[config.mk]
export PLATFORM = sky130hd
export DESIGN_NAME = ram_sp_clr
export DESIGN_NICKNAME = d
export VERILOG_FILES = /design/src/rtl/ram_pkg.sv /design/src/rtl/ram_sp_clr.sv
export SDC_FILE = /design/constraint.sdc
export NUM_CORES = 1
export LEC_CHECK = 0
export CORE_UTILIZATION = 55
export DETAILED_ROUTE_END_ITERATION = 6
export GPL_TIMING_DRIVEN = 1
export PLACE_DENSITY = 0.75
export SYNTH_ARGS = -nofsm -noshare
export SYNTH_HDL_FRONTEND = slang
export SYNTH_SLANG_ARGS = --single-unit
[constraint.sdc]
create_clock -name clk -period 2.5 [get_ports clk]
set_input_delay 0.25 -clock clk [delete_from_list [all_inputs] [get_ports clk]]
set_output_delay 0.25 -clock clk [all_outputs]
set_load 0.02 [all_outputs]
[src/rtl/ram_pkg.sv]
// Shared constants and state encoding for the single-port clearable RAM.
// Read-during-write mode selectors and the clear-sequencer FSM states.
package ram_pkg;

  localparam int RD_NO_CHANGE   = 0;
  localparam int RD_READ_FIRST  = 1;
  localparam int RD_WRITE_FIRST = 2;

  typedef enum logic {
    IDLE  = 1'b0,
    CLEAR = 1'b1
  } state_t;

endpackage

[src/rtl/ram_sp_clr.sv]
// Single-port sync RAM with hardware clear sweep after reset or on clr request.
// Read latency 1 (OUT_REG=0) or 2 (OUT_REG=1); one result per cycle for back-to-back reads.
// No backpressure: accesses are silently dropped while busy or when clr is asserted.
module ram_sp_clr
  import ram_pkg::*;
#(
  parameter int                 DATA_W  = 8,
  parameter int                 ADDR_W  = 3,
  parameter int                 RD_MODE = RD_NO_CHANGE,
  parameter int                 OUT_REG = 0,
  parameter logic [DATA_W-1:0]  CLR_VAL = '0
) (
  input  logic              clk,
  input  logic              rst,
  input  logic              clr,
  input  logic              en,
  input  logic              writeEn,
  input  logic [ADDR_W-1:0] adr,
  input  logic [DATA_W-1:0] dIn,
  output logic [DATA_W-1:0] dOut,
  output logic              rdValid,
  output logic              busy
);

  localparam int DEPTH = 2 ** ADDR_W;

  logic [DATA_W-1:0] mem [DEPTH];

  state_t            state_q, state_d;
  logic [ADDR_W-1:0] clr_adr_q, clr_adr_d;
  logic              clr_wr;
  logic              acc, acc_wr, acc_rd;
  logic              s1_vld_q, s1_vld_d;
  logic [DATA_W-1:0] s1_dat_q, s1_dat_d;

  always_comb begin
    state_d   = state_q;
    clr_adr_d = clr_adr_q;
    clr_wr    = 1'b0;
    if (clr) begin
      state_d   = CLEAR;
      clr_adr_d = '0;
    end else if (state_q == CLEAR) begin
      clr_wr    = 1'b1;
      clr_adr_d = clr_adr_q + 1'b1;
      if (clr_adr_q == ADDR_W'(DEPTH - 1)) begin
        state_d = IDLE;
      end
    end
  end

  // clr outranks any access presented in the same cycle
  assign acc    = (state_q == IDLE) && !clr && en;
  assign acc_wr = acc && writeEn;
  assign acc_rd = acc && !writeEn;
  assign busy   = (state_q == CLEAR);

  always_comb begin
    s1_vld_d = 1'b0;
    s1_dat_d = s1_dat_q;
    if (acc_rd) begin
      s1_vld_d = 1'b1;
      s1_dat_d = mem[adr];
    end else if (acc_wr) begin
      if (RD_MODE == RD_READ_FIRST) begin
        s1_vld_d = 1'b1;
        s1_dat_d = mem[adr];
      end else if (RD_MODE == RD_WRITE_FIRST) begin
        s1_vld_d = 1'b1;
        s1_dat_d = dIn;
      end
    end
  end

  always_ff @(posedge clk or posedge rst) begin
    if (rst) begin
      state_q   <= CLEAR;
      clr_adr_q <= '0;
      s1_vld_q  <= 1'b0;
      s1_dat_q  <= '0;
    end else begin
      state_q   <= state_d;
      clr_adr_q <= clr_adr_d;
      s1_vld_q  <= s1_vld_d;
      s1_dat_q  <= s1_dat_d;
    end
  end

  // Storage is deliberately left unreset; the sweep defines its contents.
  always_ff @(posedge clk) begin
    if (clr_wr) begin
      mem[clr_adr_q] <= CLR_VAL;
    end else if (acc_wr) begin
      mem[adr] <= dIn;
    end
  end

  generate
    if (OUT_REG != 0) begin : g_oreg
      logic              s2_vld_q;
      logic [DATA_W-1:0] s2_dat_q;

      // A clr landing while a result sits in stage 1 kills that result.
      always_ff @(posedge clk or posedge rst) begin
        if (rst) begin
          s2_vld_q <= 1'b0;
          s2_dat_q <= '0;
        end else begin
          s2_vld_q <= s1_vld_q && !clr;
          if (s1_vld_q && !clr) begin
            s2_dat_q <= s1_dat_q;
          end
        end
      end

      assign dOut    = s2_dat_q;
      assign rdValid = s2_vld_q;
    end else begin : g_noreg
      assign dOut    = s1_dat_q;
      assign rdValid = s1_vld_q;
    end
  endgenerate

endmodule
==> run_results.csv, run 1 <==
group,metric,value,unit
power,p_total,2.635,mW
placed_design,placed_cell_area,0.003550,mm²
global_route,use_met1,29.10,%
setup_path,worstSetupPathType,"flip-flop to flip-flop",
detailed_routing,vias_per_cell,5.907,
global_route,grt_pass1_wl,10030,µm
cells_and_area,drive_above_1_share,19.50,%
yosys,synth_ff_type,"edfxtp_1",
cells_and_area,stdcell_area,0.003754,mm²
floorplan,io_pins,26,
yosys,yosys.area.top_type,"edfxtp_1",
sta,fin_ws,0.4264,ns
clock_network,cts.hold.buffers_added,0,
setup_path,crit_path_top_delay_cell,"dfstp_2",
floorplan,die_width,78.15,µm
clock_network,cts_buffers,9,
floorplan,dieArea,0.006107,mm²
yosys,synth-seq-area-share,70.50,%
yosys,synth_common_cells,"64 x edfxtp_1, 20 x mux2i_1, 18 x mux2_2",
cells_and_area,fin_cells,313,
min_path,hold_path.class,"input pin to async pin",
detailed_routing,drtAntennaViolNets,0,
run_status,status,"finished, final reports clean",
clock_network,cts.path.max_buffers,2,
placed_design,preCtsSetupSlack,0.2964,ns
global_route,antenna_found_initial,0,
detailed_routing,drc,0,
yosys,synth_fp_nets,217,
sta,fmax,482.3,MHz
cells_and_area,nFillCells,392,
cells_and_area,post-route-util,67.75,%
clock_network,cts_setup_buffers,0,
floorplan,start_util,57.57,%
global_route,use_met2,39.12,%
setup_path,crit_arrival,2.05,ns
detailed_routing,dr.pass1.iters,4,
yosys,synth_edf_count,64,
yosys,synth_seq_cells,77,
detailed_routing,wl,6517,µm
setup_path,end_kind,"flip-flop",
global_route,grt_busiest_layer,"met2",
power,power.density,702.1,mW/mm²
power,leakage,1.350,nW
cells_and_area,diodes,0,
yosys,yosysWarnings,0,
placed_design,dpl.hpwl,4449,µm
clock_network,clock_sinks,77,
sta,slew_headroom,55.79,%
sta,hold_slack,0.2671,ns
clock_network,htree_levels,3,
cells_and_area,syn2layout_area_growth,17.69,%
sta,clock_skew,0.005237,ns
clock_network,root_buffer,"clkbuf_8",
setup_path,cp.required,2.48,ns
setup_path,crit_path_cell_trace,"and4bb_2 > mux2i_1 > nor2_1",
yosys,async_flop_share,16.88,%
clock_network,cts_tree,"built",
sta,timing.final.setup_violations,0,
detailed_routing,vias,1849,
sta,tightest_slew,0.6606,ns
yosys,yosysUniqueCellTypes,26,
yosys,yosysMostFrequentCell,"edfxtp_1",
sta,finalCriticalPeriod,2.074,ns
yosys,yosys-top-cells-area,"edfxtp_1 60%, dfrtp_1 9.4%, mux2_2 6.4%",
global_route,grt_pass1_vias,1868,
setup_path,crit_path_max_fanout,12,
floorplan,fp-row-count,27,
yosys,synth_top_area_share,60.26,%
setup_path,cp.buffers_inverters,0,
floorplan,die-height,78.15,µm
yosys,synthCells,199,
cells_and_area,nNetsFinal,255,
setup_path,cp_top_family,"simple AND/OR/NAND/NOR gates",
sta,drv_slew,0,
clock_network,path_clk_slew,0.08,ns
sta,rsz0062_at_grt,"false",
placed_design,place.gp.congestion,0.8007,
setup_path,timing.critical_path.from_type,"flip-flop",
global_route,grt_max_degree,24,
clock_network,ctsResizeCount,0,
detailed_routing,drt_iter0_markers,139,
global_route,track_usage,23.40,%
clock_network,insertion_delay,0.34,ns
global_route,overflow,0,
yosys,syn-cell-area,0.003189,mm²
global_route,use_met3,5.233,%
sta,tns,0,ns
setup_path,slowest_delay,0.65,ns
sta,fin_crit_sh,82.94,%
power,peakVddDrop,462.3,µV
job,maxCapViolCount,0,
placed_design,placed_cells,298,
placed_design,io_buffers,25,
yosys,synth_area_per_cell,16.03,µm²
sta,hold_viol_final,0,
detailed_routing,wl_per_cell,20.82,µm
floorplan,core-area,0.005540,mm²
-- state kept, by name (all words and copies together), names as in the netlist --
name and flops:
busy 1, clr_adr_q 3, dOut 8, mem 64, rdValid 1
-- worst paths after layout --
check                                     to  cells past startpoint     from  slack (ns)
worst max-delay path               mem[0][7]                      3     busy        0.43
worst min-delay path                 dOut[2]                      2      rst        0.27
worst max register to register     mem[0][7]                      3     busy        0.43
worst min register to register       dOut[2]                      2  dOut[2]        0.49
max in group asynchronous       clr_adr_q[0]                      2      rst        1.84
min in group clk                     dOut[2]                      2  dOut[2]        0.49
-- area by class of cell --
class	instances	area, µm²	area share [%]
inverters	3	11.26	0.3000
flip-flops and latches	77	2248	59.90
repair buffers	37	340.3	9.067
clock inverters	5	76.32	2.033
clock buffers	10	127.6	3.400
multi-input cells	109	859.6	22.90
well taps	72	90.09	2.400
-- power by group --
group	switching, mW	internal (mW)
combinational	0.107	0.0991
clock	0.429	0.552
sequential	0.0222	1.43
total	0.558	2.08
-- worst reg2reg max path: cells and delay by family (launching register included) --
kind	cells	cell delay (ns)
and+or+nand+nor	2	0.89
muxes	1	0.17
DFF	1	0.65
-- cells in the final DEF, fill, tap and decap left out, drive strengths merged --
cell type	instances
nand2	11
edfxtp	64
and2	8
clkinv	2
inv	3
mux2	18
dfrtp	12
dfstp	1
mux2i	20
buf	12
or4b	1
a22o	8
a21o	2
ha	2
and4bb	2
bufinv	2
o31ai	8
nand4b	1
clkbuf	10
o21bai	1
clkinvlp	1
o22ai	8
nor2	13
nand2b	2
nor2b	3
xnor2	1
clkdlybuf4s50	25
-- per-layer routing --
layer,wire length (µm),vias to the layer above,share of wire (%)
li1,-,832,-
met4,171,0,2.6
met5,0,-,0
met3,355,15,5.4
met1,2677,937,41
met2,3313,65,51
-- logic make-up (layout without fill, tap and decap cells) --
kind of cell / count (synthesis) / after routing / share of synthesized area (%)
flops: 77 / 77 / 70.50
simple gates: 41 / 41 / 6.748
mux: 38 / 38 / 12.63
compound gates: 27 / 27 / 6.512
buf+inv: 13 / 55 / 2.550
fa+ha+maj: 2 / 2 / 0.7845
xor+xnor: 1 / 1 / 0.2747
Power figures use the tool's default switching activity.
==> run 2, diff against run 1 <==
clock period = 2.2 ns   (was 2.5 ns; I/O delays follow)
==> run_results.csv, run 2 (same netlist as run 1, synthesis figures left out) <==
group,metric,value,unit
cells_and_area,final_cell_mix,"64 x edfxtp_1, 25 x clkdlybuf4s50_1, 20 x mux2i_1",
detailed_routing,wl,5935,µm
sta,slew_headroom,49.73,%
setup_path,slowest_delay,0.58,ns
clock_network,htree_levels,3,
power,p_total,2.919,mW
setup_path,r2r_setup_slack,0.12,ns
job,maxCapViolCount,0,
sta,finalCriticalPeriod,2.083,ns
placed_design,dpl.hpwl,4211,µm
setup_path,startpoint,"busy",
sta,tightest_slew,0.7512,ns
setup_path,worstReg2RegEnd,"mem[4][4]",
cells_and_area,final_common_cell,"edfxtp_1",
setup_path,crit_arrival,2.06,ns
power,peakVddDrop,431.4,µV
placed_design,placed_cell_area,0.003587,mm²
power,power.internal,2.292,mW
clock_network,insertion_delay,0.34,ns
sta,clock_skew,0.006281,ns
clock_network,cts_setup_buffers,0,
global_route,track_usage,21.76,%
floorplan,die_width,78.15,µm
power,switching_share,21.46,%
setup_path,crit_path_max_fanout,8,
sta,hold_slack,0.2058,ns
clock_network,clock_sinks,77,
placed_design,place.gp.congestion,0.7598,
power,power.density,772.0,mW/mm²
global_route,grt_pass1_vias,1802,
setup_path,ff2ff_path_depth,3,
cells_and_area,largest_reg_flops,64,
clock_network,cts.path.max_buffers,2,
floorplan,io_pins,26,
detailed_routing,vias_per_cell,5.605,
setup_path,cp.required,2.18,ns
placed_design,preCtsSetupSlack,-0.1451,ns
power,clockPowerShare,35.5,%
floorplan,start_util,57.57,%
global_route,grt_max_degree,24,
clock_network,path_clk_slew,0.08,ns
run_status,status,"finished, final reports clean",
sta,rsz0062_at_grt,"false",
clock_network,cts_tree,"built",
sta,tns,0,ns
sta,fin_ws,0.1165,ns
setup_path,crit_path_cell_trace,"and4bb_2 > mux2_2 > nor2_1",
setup_path,r2r-start,"busy",
sta,drv_slew,0,
clock_network,root_buffer,"clkbuf_8",
detailed_routing,dr.pass1.iters,4,
min_path,hold_path.class,"input pin to async pin",
floorplan,die-height,78.15,µm
global_route,overflow,0,
detailed_routing,drtAntennaViolNets,0,
sta,fin_crit_sh,94.70,%
cells_and_area,nNetsFinal,260,
setup_path,crit_path_top_delay_cell,"dfstp_2",
sta,timing.final.setup_violations,0,
power,pwr-share-comb,8.2,%
sta,hold_viol_final,0,
power,seqPwrFrac,56.3,%
cells_and_area,diodes,0,
cells_and_area,drive_above_1_share,21.46,%
power,switchingPower,0.6265,mW
floorplan,fp-row-count,27,
global_route,antenna_found_initial,0,
cells_and_area,multi_input_area,859.6,µm²
global_route,grt_pass1_wl,9501,µm
detailed_routing,vias,1788,
detailed_routing,drc,0,
cells_and_area,nFillCells,386,
clock_network,cts.hold.buffers_added,0,
floorplan,core-area,0.005540,mm²
sta,fmax,480.0,MHz
placed_design,io_buffers,25,
setup_path,worstSetupPathType,"flip-flop to flip-flop",
cells_and_area,syn2layout_area_growth,18.56,%
clock_network,cts_buffers,9,
cells_and_area,register_area,0.002248,mm²
setup_path,timing.critical_path.from_type,"flip-flop",
detailed_routing,wl_per_cell,18.61,µm
clock_network,ctsResizeCount,0,
cells_and_area,top_register,"mem",
power,leakage,1.372,nW
detailed_routing,drt_iter0_markers,134,
cells_and_area,stdcell_area,0.003781,mm²
setup_path,end_kind,"flip-flop",
floorplan,dieArea,0.006107,mm²
## run 2: area by class of cell
| cell class | count | share of cell area [%] |
|---|---|---|
| timing repair buffer | 42 | 9.993 |
| tap | 72 | 2.383 |
| multi-input combinational | 109 | 22.73 |
| inverter | 3 | 0.2978 |
| clock buffer | 12 | 3.839 |
| clock inverter | 4 | 1.291 |
| sequential | 77 | 59.46 |
## run 2: worst max path at each step
stage | to | cells after the start
2_1_floorplan | mem[1][0] | 5
3_3_place_gp | mem[4][2] | 4
3_5_place_dp | mem[4][3] | 4
4_1_cts | mem[4][5] | 3
5_1_grt | mem[6][1] | 3
6_report | mem[4][4] | 3
## run 2: power by group through the flow
stage	combinational (mW)	clock, mW	sequential (mW)
global route	0.260	1.11	1.65
CTS	0.240	1.05	1.64
floorplan	0.121	0	1.68
global placement	0.231	0	1.67
detailed placement	0.239	0	1.68
finish	0.238	1.04	1.64
## run 2: routing by layer
metal / GRT usage, % / part of all wire [%] / up-vias / wire, µm
met3: 3.837 / 3.5 / 8 / 206
met1: 28.67 / 45 / 898 / 2648
met2: 35.88 / 51 / 41 / 3006
met4: 8.889 / 1.2 / 0 / 74
met5: 0 / 0 / - / 0
li1: - / - / 841 / -
## run 2: critical path: cells and delay by family, from the launching register on
kind	cells	cell delay, ns
muxes	1	0.29
DFF	1	0.58
and+or+nand+nor	2	0.85
## run 2: metrics by stage
step | utilization (%) | std cells
2_1_floorplan | - | 199
3_3_place_gp | 64.75 | 303
3_5_place_dp | 64.75 | 303
4_1_cts | 68.25 | 319
5_1_grt | 68.25 | 319
6_report | 68.25 | 319
==> run 3, diff against run 2 <==
CTS_CLUSTER_SIZE = 24   (was default)
==> results of run 3 <==
No change in the layout: final DEF, timing and power equal those of run 2.
==> patch 1 (flow settings as in run 1) <==
The parameter `DATA_W` goes from 8 to 12.
--- a/src/rtl/ram_sp_clr.sv
+++ b/src/rtl/ram_sp_clr.sv
@@ -5,5 +5,5 @@
   import ram_pkg::*;
 #(
-  parameter int                 DATA_W  = 8,
+  parameter int                 DATA_W  = 12,
   parameter int                 ADDR_W  = 3,
   parameter int                 RD_MODE = RD_NO_CHANGE,
Interface: changed (resized dIn and dOut); port bits go from 26 to 34. No check against the original RTL was run, so the function may have changed too.
==> patch 1 against run 1 <==
Power increased by 87%; combinational power grew 41%; area after synthesis rose by 44%; worst setup slack got worse by 0.073 ns; clock skew increased by 0.0017 ns; core utilization is 2.6 points higher; final area increased by 53%; sequential cell count rose by 36; routed wire length up 38%.
==> patch 1: results (changes against run 1) <==
The worst setup slack before clock tree synthesis is 0.248 ns (was 0.296 ns). The number of global-route vias before repair was 2675 (was 1868); the post-placement cell area was 5120 sq um (was 3550 sq um). The relative area of non-clock buffer cells in the final design is 8.39% (was 9.07%), and the post-synthesis share of cell area spent on xor and xnor gates is 0.190% (was 0.275%). Synthesized instance count: 277 (was 199).

The worst supply voltage drop on vdd came out at 0.811 mV (was 0.462 mV). The logs give 0.51 ns (was 0.34 ns) for the insertion delay to the later sink of the worst-skew pair and 4630 um (was 3310 um) for the detailed route wirelength on metal2. For the total number of multi-input combinational cells, the log shows 145 (was 109). The compound-cell area share of the yosys netlist works out to 7.11% (was 6.51%). Register fraction of the total cell area: 57.5% (was 59.9%). The largest fanout of any net on the critical path was 11 (was 12). The total track usage was 23.2% (was 23.4%).

The run finished with clean final reports. The number of non-clock buffers in the layout was 54 (was 37); the maximum clock frequency was 466 MHz (was 482 MHz). The total wirelength of the detailed-routed design is 9010 um (was 6520 um), and the cell count after placement is 420 (was 298). The number of design-rule violations left by the first detailed-router iteration was 154 (was 139); the number of clock sinks was 113 (was 77).

For the global-route track usage on met1, the log shows 26.9% (was 29.1%). The portion of the post-synthesis area used by sequential elements is 71.8% (was 70.5%). The ratio of cells with drive above 1 in the final layout is 24.8% (was 19.5%). The maximum number of pins on one net before global-route repair is 49 (was 24), and the share of synthesized area spent on multiplexers is 12.4% (was 12.6%). The clock slew seen by the registers of the worst setup and hold paths is 0.06 ns (was 0.08 ns), and the number of distinct library cell variants in the gate-level netlist after synthesis is 27 (was 26). The post-route met1 wirelength was 3780 um (was 2680 um). The tools report the wire length of the first global-routing pass as 14100 um (was 10000 um). The number of buffer cells added on primary ports is 33 (was 25), and the overall die area is 8750 sq um (was 6110 sq um). The logs give 6.67% (was 5.23%) for the met3 global-route usage and 70.4% (was 67.8%) for the utilization after layout. The multi-input logic portion of the cell area was 20.6% (was 22.9%). The tools report the post-route clock skew as 0.00690 ns (was 0.00524 ns). The number of cells traversed by the worst register-to-register path is 4 (was 3). The fill cell instance count of the final layout came out at 529 (was 392).

Number of buffers inserted during clock tree synthesis: 17 (was 9).
patch 1: changes by cell type in the layout (fill, tap and decap cells not counted), sizes merged, moves of 7 or more:
cell	change
clkbuf	+7
edfxtp	+32
mux2i	+8
buf	+10
mux2	+8
clkdlybuf4s50	+7
patch 1: how the worst min path moves through the flow:
stage	endpoint	slack (ns)	depth (start not counted)
2_1_floorplan	clr_adr_q[0]$_DFFE_PP0P_	0.18	1
3_3_place_gp	dOut[11]$_DFFE_PP0P_	0.47	2
3_5_place_dp	dOut[0]$_DFFE_PP0P_	0.48	2
4_1_cts	dOut[10]$_DFFE_PP0P_	0.18	2
5_1_grt	dOut[6]$_DFFE_PP0P_	0.22	2
6_report	dOut[6]$_DFFE_PP0P_	0.17	2
patch 1: report_power, final:
| group | leakage, nW | switching (mW) | internal [mW] | total [mW] |
|---|---|---|---|---|
| sequential | 1.06 | 0.0279 | 2.10 | 2.13 |
| clock | 0.300 | 0.806 | 1.71 | 2.51 |
| combinational | 0.729 | 0.152 | 0.138 | 0.290 |
==> patch 2 (flow settings as in run 1) <==
Without the edit above. Take the reset off `s1_dat_q` and load it in a clocked block of its own.
--- a/src/rtl/ram_sp_clr.sv
+++ b/src/rtl/ram_sp_clr.sv
@@ -78,11 +78,13 @@
       clr_adr_q <= '0;
       s1_vld_q  <= 1'b0;
-      s1_dat_q  <= '0;
     end else begin
       state_q   <= state_d;
       clr_adr_q <= clr_adr_d;
       s1_vld_q  <= s1_vld_d;
-      s1_dat_q  <= s1_dat_d;
     end
+  end
+
+  always_ff @(posedge clk) begin
+    s1_dat_q <= s1_dat_d;
   end
 
Check against the original RTL: no difference found for any inputs over 10 cycles, from zero or initial values and one cycle with rst high; that may be too few to reach the edited logic, so the function may still have changed.
==> patch 2 against run 1 <==
Area after synthesis down 0.86%; via count shrank 16%; largest power group unchanged; sequential cell count did not move; final area up 0.33%; routed wire length down 16%; power increased by 2.8%; non-clock buffer count is 2 lower; largest cell class unchanged; worst setup slack got worse by 0.14 ns.
==> patch 2: results (changes against run 1) <==
Leakage power of the design: 1.27 nW (was 1.35 nW). The wire length of the first global-routing pass was 8680 um (was 10000 um). The die span in x was 77.8 um (was 78.2 um); the post-synthesis share of cell area spent on xor and xnor gates was 0.277% (was 0.275%). The final weighted congestion of routability-driven global placement is 0.801 (about the same).

The post-synthesis share of cell area spent on full adders, half adders and majority gates came out at 0.791% (was 0.785%). The insertion delay to the later sink of the worst-skew pair was 0.34 ns (about the same). Most frequent cells after synthesis: sky130_fd_sc_hd__edfxtp_1 (72), sky130_fd_sc_hd__nor2_1 (13) (was sky130_fd_sc_hd__edfxtp_1 (64), sky130_fd_sc_hd__mux2i_1 (20), sky130_fd_sc_hd__mux2_2 (18)). The run gives 0 (unchanged) as the antenna diode count.

The flow ran to the end, and the final reports show no timing, DRC or antenna violations. The portion of the post-synthesis area used by sequential elements is 72.4% (was 70.5%), and the total wirelength of the detailed-routed design is 5490 um (was 6520 um). The detailed placement HPWL is 3910 um (was 4450 um), and the worst supply voltage drop on vdd is 0.467 mV (was 0.462 mV).

The fill cell instance count of the final layout came out at 387 (was 392). The number of global-route vias before repair is 1670 (was 1868), and the data arrival at the endpoint of the critical path is 2.19 ns (was 2.05 ns). The run gives 46.9% (was 55.8%) as the normalized max-slew margin. The share of synthesized registers carrying an async set or reset is 6.49% (was 16.9%), and the synthesized net count is 173 (was 217). Post-placement cell area: 3530 sq um (was 3550 sq um). Share of the synthesized area in the top cell type: 68.4% (was 60.3%). Synth area leaders: sky130_fd_sc_hd__edfxtp_1 (68%), sky130_fd_sc_hd__mux4_1 (6.6%), sky130_fd_sc_hd__mux4_2 (5.7%) (was sky130_fd_sc_hd__edfxtp_1 (60%), sky130_fd_sc_hd__dfrtp_1 (9.4%), sky130_fd_sc_hd__mux2_2 (6.4%)).

Slack of the worst reg-to-reg path: 0.28 ns (was 0.43 ns). The ratio of cells with drive above 1 in the final layout works out to 23.2% (was 19.5%). The share of synthesized area spent on multiplexers came out at 18.1% (was 12.6%). The number of flops mapped to enable cells by yosys is 72 (was 64), and the maximum number of pins on one net before global-route repair is 14 (was 24). The post-route clock skew is 0.0103 ns (was 0.00524 ns), and the number of distinct library cell variants in the gate-level netlist after synthesis is 24 (was 26).

The total track usage is 20.7% (was 23.4%).
## patch 2: path summary, 6_finish.rpt
kind | end | cells past startpoint
max reg2reg | mem[2][1]$_DFFE_PP_ | 3
min | rdValid$_DFF_PP0_ | 2
max | mem[2][1]$_DFFE_PP_ | 3
max in group asynchronous | busy$_DFF_PP1_ | 2
min reg2reg | busy$_DFF_PP1_ | 1
min in group clk | busy$_DFF_PP1_ | 1
## patch 2: per-stage QoR
stage	hold slack, ns	util, %	worst slack, ns	cells
floorplan	0.0278	-	0.411	155
global placement	0.455	63.7	0.181	255
detailed placement	0.465	63.7	0.0780	255
CTS	0.0980	68.0	0.258	270
global route	0.122	68.0	0.135	270
finish	0.105	68.0	0.282	270
## patch 2: layout make-up
type	instances	area share (%)
clock buffer	9	3.29
multi-input combinational	69	21.7
tap	72	2.39
clock inverter	6	2.99
timing repair buffer	35	8.64
sequential	77	60.8
inverter	2	0.199
## patch 2: critical path, stage by stage, from the launching register on
cell	delay, ns
sky130_fd_sc_hd__dfstp_2	0.66
sky130_fd_sc_hd__and4bb_2	0.38
sky130_fd_sc_hd__mux2i_1	0.18
sky130_fd_sc_hd__nor2_1	0.62
## patch 2: per-layer routing
| layer | vias up | global-route usage (%) | wire length (um) |
|---|---|---|---|
| met5 | - | 0 | 0 |
| met4 | 0 | 7.55 | 70 |
| met3 | 10 | 6.59 | 277 |
| met2 | 55 | 33.9 | 2830 |
| met1 | 798 | 26.0 | 2310 |
| li1 | 696 | - | - |
## patch 2: kinds of logic after synthesis
family | after synthesis
flip-flops | 77
AND/OR/NAND/NOR | 33
multiplexers | 30
buffers and inverters | 9
AO/OA/AOI/OAI | 3
adder cells (fa/ha/maj) | 2
XOR/XNOR | 1
## patch 2: power breakdown
part	total (mW)	internal (mW)	switching, mW
Sequential	1.45	1.44	0.0164
Clock	1.09	0.659	0.429
Combinational	0.167	0.0918	0.0754
